--- config.mk ---
export PLATFORM = sky130hd
export DESIGN_NAME = mv_avg_multi_ch
export DESIGN_NICKNAME = d
export VERILOG_FILES = /design/src/rtl/mv_avg_multi_ch.sv
export SDC_FILE = /design/constraint.sdc
export NUM_CORES = 2
export LEC_CHECK = 0
export CORE_MARGIN = 2
export CORE_UTILIZATION = 54
export DETAILED_ROUTE_END_ITERATION = 10
export PLACE_DENSITY_LB_ADDON = 0.08
export SLEW_MARGIN = 15
export SYNTH_ARGS = -nofsm -noshare
export SYNTH_HDL_FRONTEND = slang
export SYNTH_SLANG_ARGS = --single-unit
--- constraint.sdc ---
create_clock -name clk -period 7.5 [get_ports clk]
set_clock_uncertainty 0.1 [all_clocks]
set_input_delay 1.125 -clock clk [delete_from_list [all_inputs] [get_ports clk]]
set_output_delay 1.125 -clock clk [all_outputs]
set_load 0.1 [all_outputs]
--- src/rtl/mv_avg_multi_ch.sv ---
// N-channel moving average, run-time power-of-two window.
// Per-channel circular history, clear and restart-on-length-change.
// Ports: clk, rstn (sync, active-low), log2_len (clamped window exp),
//   clr (sync clear), data_in/data_in_valid (packed signed samples),
//   data_out/data_out_valid (packed averages, 1-cycle latency),
//   window_full (2^L samples seen since last restart).
module mv_avg_multi_ch #(
  parameter int NUM_CH       = 2,
  parameter int DATA_WIDTH   = 16,
  parameter int LOG2_MAX_LEN = 6,
  parameter int LW           = $clog2(LOG2_MAX_LEN + 1)
) (
  input  logic                         clk,
  input  logic                         rstn,
  input  logic [LW-1:0]                log2_len,
  input  logic                         clr,
  input  logic [NUM_CH*DATA_WIDTH-1:0] data_in,
  input  logic                         data_in_valid,
  output logic [NUM_CH*DATA_WIDTH-1:0] data_out,
  output logic                         data_out_valid,
  output logic                         window_full
);

  localparam int DW    = DATA_WIDTH;
  localparam int DEPTH = 1 << LOG2_MAX_LEN;
  localparam int ACC   = DATA_WIDTH + LOG2_MAX_LEN;
  localparam int PW    = LOG2_MAX_LEN;
  localparam int FW    = LOG2_MAX_LEN + 1;

  logic [LW-1:0] len_c;
  logic [LW-1:0] len_q;
  logic [PW-1:0] wr_ptr;
  logic [PW-1:0] rd_ptr;
  logic [FW-1:0] fill_q;
  logic [FW-1:0] fill_nxt;
  logic [FW-1:0] win;
  logic          warm;
  logic          restart;
  logic          accept;

  logic signed [ACC-1:0] acc_q   [NUM_CH];
  logic signed [ACC-1:0] acc_nxt [NUM_CH];
  logic signed [ACC-1:0] new_s   [NUM_CH];
  logic signed [ACC-1:0] old_s   [NUM_CH];
  logic [DW-1:0]         hist    [NUM_CH][DEPTH];
  logic [NUM_CH*DW-1:0]  dout_nxt;

  assign len_c = (log2_len > LW'(LOG2_MAX_LEN)) ?
                 LW'(LOG2_MAX_LEN) : log2_len;

  assign restart = clr | (len_c != len_q);
  assign accept  = data_in_valid & ~restart;

  assign win  = FW'(1) << len_q;
  assign warm = (fill_q != win);

  // At full depth the low bits of win are zero, so the read
  // address equals the write address; the array read below
  // returns the pre-write value (read-before-write).
  assign rd_ptr   = wr_ptr - win[PW-1:0];
  assign fill_nxt = warm ? fill_q + FW'(1) : fill_q;

  always_comb begin
    dout_nxt = '0;
    for (int k = 0; k < NUM_CH; k++) begin
      new_s[k] = ACC'($signed(data_in[k*DW +: DW]));
      old_s[k] = warm ? '0 : ACC'($signed(hist[k][rd_ptr]));
      acc_nxt[k] = acc_q[k] + new_s[k] - old_s[k];
      dout_nxt[k*DW +: DW] = DW'(acc_nxt[k] >>> len_q);
    end
  end

  always_ff @(posedge clk) begin
    if (rstn && accept) begin
      for (int k = 0; k < NUM_CH; k++)
        hist[k][wr_ptr] <= data_in[k*DW +: DW];
    end
  end

  always_ff @(posedge clk) begin
    if (!rstn) begin
      len_q          <= len_c;
      wr_ptr         <= '0;
      fill_q         <= '0;
      data_out       <= '0;
      data_out_valid <= 1'b0;
      window_full    <= 1'b0;
      for (int k = 0; k < NUM_CH; k++)
        acc_q[k] <= '0;
    end else begin
      unique case (1'b1)
        restart: begin
          len_q          <= len_c;
          wr_ptr         <= '0;
          fill_q         <= '0;
          data_out_valid <= 1'b0;
          window_full    <= 1'b0;
          for (int k = 0; k < NUM_CH; k++)
            acc_q[k] <= '0;
        end
        accept: begin
          wr_ptr         <= wr_ptr + PW'(1);
          fill_q         <= fill_nxt;
          data_out       <= dout_nxt;
          data_out_valid <= 1'b1;
          window_full    <= (fill_nxt == win);
          for (int k = 0; k < NUM_CH; k++)
            acc_q[k] <= acc_nxt[k];
        end
        default: begin
          data_out_valid <= 1'b0;
        end
      endcase
    end
  end

endmodule

## Yosys cells after proc, flatten, opt, wreduce, memory -nomap -nowiden

Memory sizes are Yosys's and may differ from the RTL's.
Cells that the tools add are included.

| storage, ports and cells | value |
|---|---|
| bits in registers | 50 |
| latch bits | 0 |
| RAM bits | 2092 |
| memory bits (read-only) | 0 |
| bits of input ports | 39 |
| logic and storage cells | 68 |
| memories | 2 |

| operators by class | value |
|---|---|
| $add $sub $neg | 7 |
| $mul | 0 |
| divide/modulo/power cells | 0 |
| order comparisons | 4 |
| eq/ne operators | 4 |
| shift operators | 3 |
| mux-type cells | 30 |
| bitwise operators | 9 |
| reductions and logical operators | 3 |

Memories:

| name | depth | width | read ports | clocked after Yosys merged registers in | wr ports | line | text |
|---|---|---|---|---|---|---|---|
| hist | 2 | 1024 | 2 | 0 | 2 | 45 | `logic [DW-1:0] hist [NUM_CH][DEPTH];` |
| acc_q | 2 | 22 | 2 | 0 | 2 | 41 | `logic signed [ACC-1:0] acc_q [NUM_CH];` |

Operator list:

| operator | number |
|---|---|
| two-way mux 1024 bit | 1 |
| binary-select mux 16 bit (select 6 bit) | 2 |
| two-way mux 22 bit | 6 |
| demux 16 bit (select 6 bit) | 1 |
| two-way mux 16 bit | 5 |
| adder 22 x 16 -> 22 bit | 2 |
| >>> shifter 22 x 3 -> 16 bit | 2 |
| subtractor 22 bit | 2 |
| greater-or-equal comparator 7 bit (second input constant) | 2 |
| NOT 6 -> 7 bit | 2 |
| case mux 7 bit (2 select lines) | 1 |
| case mux 6 bit (2 select lines) | 1 |
| two-way mux 3 bit | 3 |
| two-way mux 1 bit | 8 |
| adder 7 x 1 -> 7 bit (second input constant) | 1 |
| == test 7 bit | 1 |
| less-than comparator 7 x 1 -> 1 bit (second input constant) | 1 |
| two-way mux 7 bit | 1 |
| inequality test 7 bit | 1 |
| << shifter 1 x 3 -> 7 bit (first input constant) | 1 |
| adder 6 x 1 -> 6 bit (second input constant) | 1 |
| subtractor 6 bit | 1 |
| bitwise OR 1 bit | 5 |
| greater-than comparator 3 bit (second input constant) | 1 |
| 7 further kinds | 8 |

## Longest topological paths before layout

| depth | value |
|---|---|
| word-level depth | 10 |
| mapped depth | 28 |
| mapped depth without buffers | 25 |

## Least setup slack after synthesis

No wires, ideal clock.

| timing | value |
|---|---|
| path kind | register to register |
| start point | reg len_q[0] |
| end point | reg data_out[26] |
| setup time | 120 ps |
| arrival time | 6069 ps |
| data required time | 7280 ps |
| setup slack | 1211 ps |
| cell stages (with the launch flop) | 27 |
| path buffers | 5 |
| clock period less this slack | 6289 ps |
| cell sequence | edfxtp_1 inv_2 buf_1 nand2_1 inv_1 ha_1 fa_1 buf_2 buf_2 buf_2 buf_1 mux4_2 mux4_2 a211oi_1 a311oi_1 ha_1 inv_1 ha_1 fa_1 a211oi_2 o21ai_1 a2bb2oi_1 mux2i_1 nor3_1 a211oi_2 a211oi_1 o31a_1 |

| on the way | value |
|---|---|
| word-level cells in the longest chain between the ends | 9 |
| elaborated cells between the ends (all ways) | 14 |
| those cells by class | add/sub (2); eq/ne (2); shift (2); mux (4); bitwise (4) |

RTL lines:

| what | line | text |
|---|---|---|
| start, declared | 31 | `logic [LW-1:0] len_q;` |
| start signal, assigned | 82 | `len_q <= len_c;` |
| start signal, assigned | 93 | `len_q <= len_c;` |
| << shifter 1 x 3 -> 7 bit | 54 | `assign win = FW'(1) << len_q;` |
| subtractor 6 bit | 60 | `assign rd_ptr = wr_ptr - win[PW-1:0];` |
| NOT 6 -> 7 bit (not written as such) | 67 | `old_s[k] = warm ? '0 : ACC'($signed(hist[k][rd_ptr]));` |
| binary-select mux 16 bit (select 6 bit) | 67 |  |
| two-way mux 16 bit (not written as such) (2 in a row) | 67 |  |
| two-way mux 22 bit | 67 |  |
| subtractor 22 bit | 68 | `acc_nxt[k] = acc_q[k] + new_s[k] - old_s[k];` |
| >>> shifter 22 x 3 -> 16 bit | 69 | `dout_nxt[k*DW +: DW] = DW'(acc_nxt[k] >>> len_q);` |
| end signal, assigned | 104 | `data_out <= dout_nxt;` |
| end, declared | 19 | `output logic [NUM_CH*DATA_WIDTH-1:0] data_out,` |

Several ways; a longest one is shown, not always the timed one. The select of a mux whose other input is x is not followed.
A chain may end at the register's enable or synchronous reset.

## Final worst setup path

| timing | value |
|---|---|
| start point | reg wr_ptr[0] |
| end point | reg data_out[13] |

| on the way | value |
|---|---|
| word-level cells in the longest chain between the ends | 8 |

RTL lines:

| what | line | text |
|---|---|---|
| start, declared | 32 | `logic [PW-1:0] wr_ptr;` |
| start signal, assigned | 102 | `wr_ptr <= wr_ptr + PW'(1);` |
| subtractor 6 bit | 60 |  |
| NOT 6 -> 7 bit (not written as such) | 67 |  |
| binary-select mux 16 bit (select 6 bit) | 67 |  |
| two-way mux 16 bit (not written as such) (2 in a row) | 67 |  |
| two-way mux 22 bit | 67 |  |
| subtractor 22 bit | 68 |  |
| >>> shifter 22 x 3 -> 16 bit | 69 |  |

No other way between the ends. The select of a mux whose other input is x is not followed.

==> results.py <==
metrics = {
    "timing": {
        "hold_violations": 0,
        "layout_worst_path_cycle_share_pct": 97.9,
        "fmax_mhz": 136,
        "setup_violations": 0,
        "slew_headroom_pct": 16.0,
        "layout_setup_ws_ps": 158,
        "post-route-min-period_ps": 7340,
        "slew_viol_final": 0,
        "tns_ps": 0,
        "tightest_slew_ps": 1260,
    },
    "floorplanning": {
        "die_x_um": 407,
        "die_area_sq_um": 165000,
        "io_pins": 73,
        "core-area_sq_um": 161000,
        "initial_core_util_pct": 54.4,
        "fp.dieH_um": 407,
        "rows": 147,
    },
    "pwr": {
        "total_power_mw": 28.7,
        "p_leak_nw": 33.1,
        "irDropWorstVdd_mv": 0.285,
        "p_per_area_nw_per_um2": 285,
    },
    "drt": {
        "drt_iter0_drc": 5733,
        "num_vias": 45495,
        "drt-total-wl_um": 240000,
        "drc": 0,
        "antenna_left": 0,
        "drt_first_pass_iters": 6,
        "routed_via_density": 6.49,
        "wire_per_inst_um": 34.2,
    },
    "layout": {
        "final_cell_mix": "edfxtp_1 (2095), mux4_2 (654), buf_4 (329)",
        "final_common_cell": "edfxtp_1",
        "fin_nets": 4796,
        "instances_no_fill": 7007,
        "fillCellCount": 11053,
        "area_delta_synth_final_pct": 15.3,
        "final_design_area_no_fill_sq_um": 101000,
        "drive_gt1_share_pct": 30.6,
    },
    "logic_synthesis": {
        "async_flop_share_pct": 0,
        "synthFlopType": "edfxtp_1",
        "synth-seq-cells": 2142,
        "synthesis.area_sq_um": 87500,
        "netlist_instances": 4235,
        "synth_cell_type_count": 84,
        "yosysSeqAreaShare_pct": 73.0,
        "ys.warnings.count": 0,
        "avgSynthCellArea_sq_um": 20.7,
        "synth_fp_nets": 4370,
        "synth_edf_count": 2095,
    },
    "cts": {
        "clockRootBuffer": "clkbuf_16",
        "clk_pin_slew_ps": 60,
        "cts_sinks": 2142,
        "clk_latency_ps": 850,
        "cts_tree": "yes",
        "cts_buffers": 213,
        "cts_max_level": 4,
        "ctsLongestPathBuffers": 3,
        "cts_hold_buf": 0,
    },
    "critical_path": {
        "cpMostUsedCell": "a21oi_1",
        "cp-startpoint": "wr_ptr[0]",
        "cp_top_family": "compound AO/OA/AOI/OAI gates",
        "max_stage_delay_ps": 830,
        "crit_path_end": "data_out[13]",
        "critical_path_class": "register to register",
        "worst-path-buf-inv": 6,
        "cp_num_cells": 23,
        "path_max_fanout": 18,
        "cp_slowest_cell": "fa_4",
        "worstRegToRegCells": 23,
        "path_cells": "inv_1 -> ha_4 -> fa_4 -> buf_12 -> buf_12 -> buf_4 -> mux4_2 -> mux4_2 -> and3_1 -> a211oi_1 -> buf_4 -> a311oi_1 -> fa_1 -> inv_1 -> ha_1 -> a21o_1 -> a21oi_1 -> o31ai_2 -> a21oi_1 -> xor2_1 -> mux2i_1 -> a2111oi_1 -> a21oi_1",
        "reg2reg_to": "data_out[13]",
        "end_kind": "register",
        "worstPathRequired_ps": 8090,
        "cp.arrival_ps": 7930,
        "setup.worst_path.start_class": "register",
        "reg2reg_from": "wr_ptr[0]",
        "reg2reg_slack_ps": 160,
    },
    "placed_design": {
        "gp_congestion": 0.940,
        "pre_cts_slack_ps": -101,
        "placedInstanceArea_sq_um": 93700,
        "dp_hpwl_um": 144000,
        "placed_cells": 6602,
        "io_buffers": 72,
    },
    "grt": {
        "grt_first_pass_wirelength_um": 338000,
        "grt_pass1_vias": 44755,
        "grt_max_degree": 66,
        "gr-total-overflow": 0,
        "antenna_found_initial": 21,
        "grt_usage_pct": 29.6,
    },
    "run": {
        "maxCapViolations": 0,
    },
    "outcome": {
        "outcome": "finished, final reports clean",
    },
    "min_path": {
        "hold_class": "register to register",
        "whs_path_depth": 2,
    },
}
[power by group]
part / leakage [nW] / internal, mW / switching, mW
Sequential: 19.3 / 13.1 / 0.0108
Combinational: 10.3 / 2.00 / 2.77
Clock: 3.44 / 6.31 / 4.49
[cell usage after synthesis, drive strengths merged (41+ instances only)]
| cell | number | share of area, % |
|---|---|---|
| o21ai | 47 | 0.27 |
| ha | 53 | 0.76 |
| and3 | 41 | 0.29 |
| a211oi | 60 | 0.54 |
| buf | 125 | 0.83 |
| nand2 | 102 | 0.44 |
| dfxtp | 47 | 1.1 |
| fa | 43 | 0.98 |
| edfxtp | 2095 | 72 |
| clkbuf | 119 | 0.51 |
| mux4 | 654 | 17 |
| nand3 | 63 | 0.36 |
| inv | 168 | 0.72 |
| a21oi | 78 | 0.45 |
| nor2 | 162 | 0.69 |
[how the worst min path moves through the flow]
stage / end / slack [ps] / start
after global placement: data_out[6] / 360 / data_out[6]
after detailed placement: data_out[6] / 360 / data_out[6]
final: data_out[6] / 370 / data_out[6]
after floorplan: fill_q[1] / 370 / fill_q[1]
after CTS: data_out[6] / 370 / data_out[6]
after global routing: data_out[6] / 390 / data_out[6]
[kinds of logic (layout without fill, tap and decap cells)]
family / count (synthesis) / count (layout) / share of synthesized area, %
flops: 2142 / 2142 / 73.0
mux: 671 / 671 / 17.0
simple gates: 494 / 494 / 2.70
buf+inv: 415 / 1020 / 2.07
compound gates: 357 / 357 / 2.90
fa+ha+maj: 96 / 96 / 1.74
xor+xnor: 60 / 60 / 0.600
other cells: 0 / 7 / 0
[flip-flops by register name, summed over array words and instances (netlist names)]
register and cells:
hist 2048, acc_q 44, data_out 32, fill_q 7
wr_ptr 6, len_q 3, data_out_valid 1, window_full 1
[per-stage QoR]
stage	utilization (%)	hold WS, ps
6_report	62.8	368
5_1_grt	62.7	393
4_1_cts	62.7	372
3_5_place_dp	58.3	364
3_3_place_gp	58.3	356
2_1_floorplan	-	371
[cell type report]
class / count / area, sq um / area share, %
clock inverters: 135 / 1410 / 1.40
inverters: 171 / 642 / 0.636
clock buffers: 259 / 5660 / 5.61
flip-flops and latches: 2142 / 63900 / 63.3
well taps: 2160 / 2700 / 2.68
diodes: 7 / 17.5 / 0.0174
repair buffers: 455 / 4100 / 4.07
multi-input cells: 1678 / 22500 / 22.3
[metal layers]
| layer | up-vias | global-route usage (%) | part of all wire (%) |
|---|---|---|---|
| met5 | - | 0 | 0.022 |
| met4 | 8 | 8.55 | 2.9 |
| met3 | 325 | 6.05 | 9.7 |
| met2 | 2247 | 45.5 | 47 |
| met1 | 24432 | 43.6 | 40 |
| li1 | 18483 | - | - |
[worst min-delay path, stage by stage (launching register included)]
cell     delay, ps
dfxtp_1        310
nand3_1         60
nand2_1         50
[timing repair]
action | in CTS | in global routing
pin swaps | 1 | 0
hold endpoints to repair | 0 | 0
resized for setup | 1 | 15
buffers inserted | 4 | 0
endpoints found under the setup margin | 10 | 17
(Power assumes the default switching activity.)
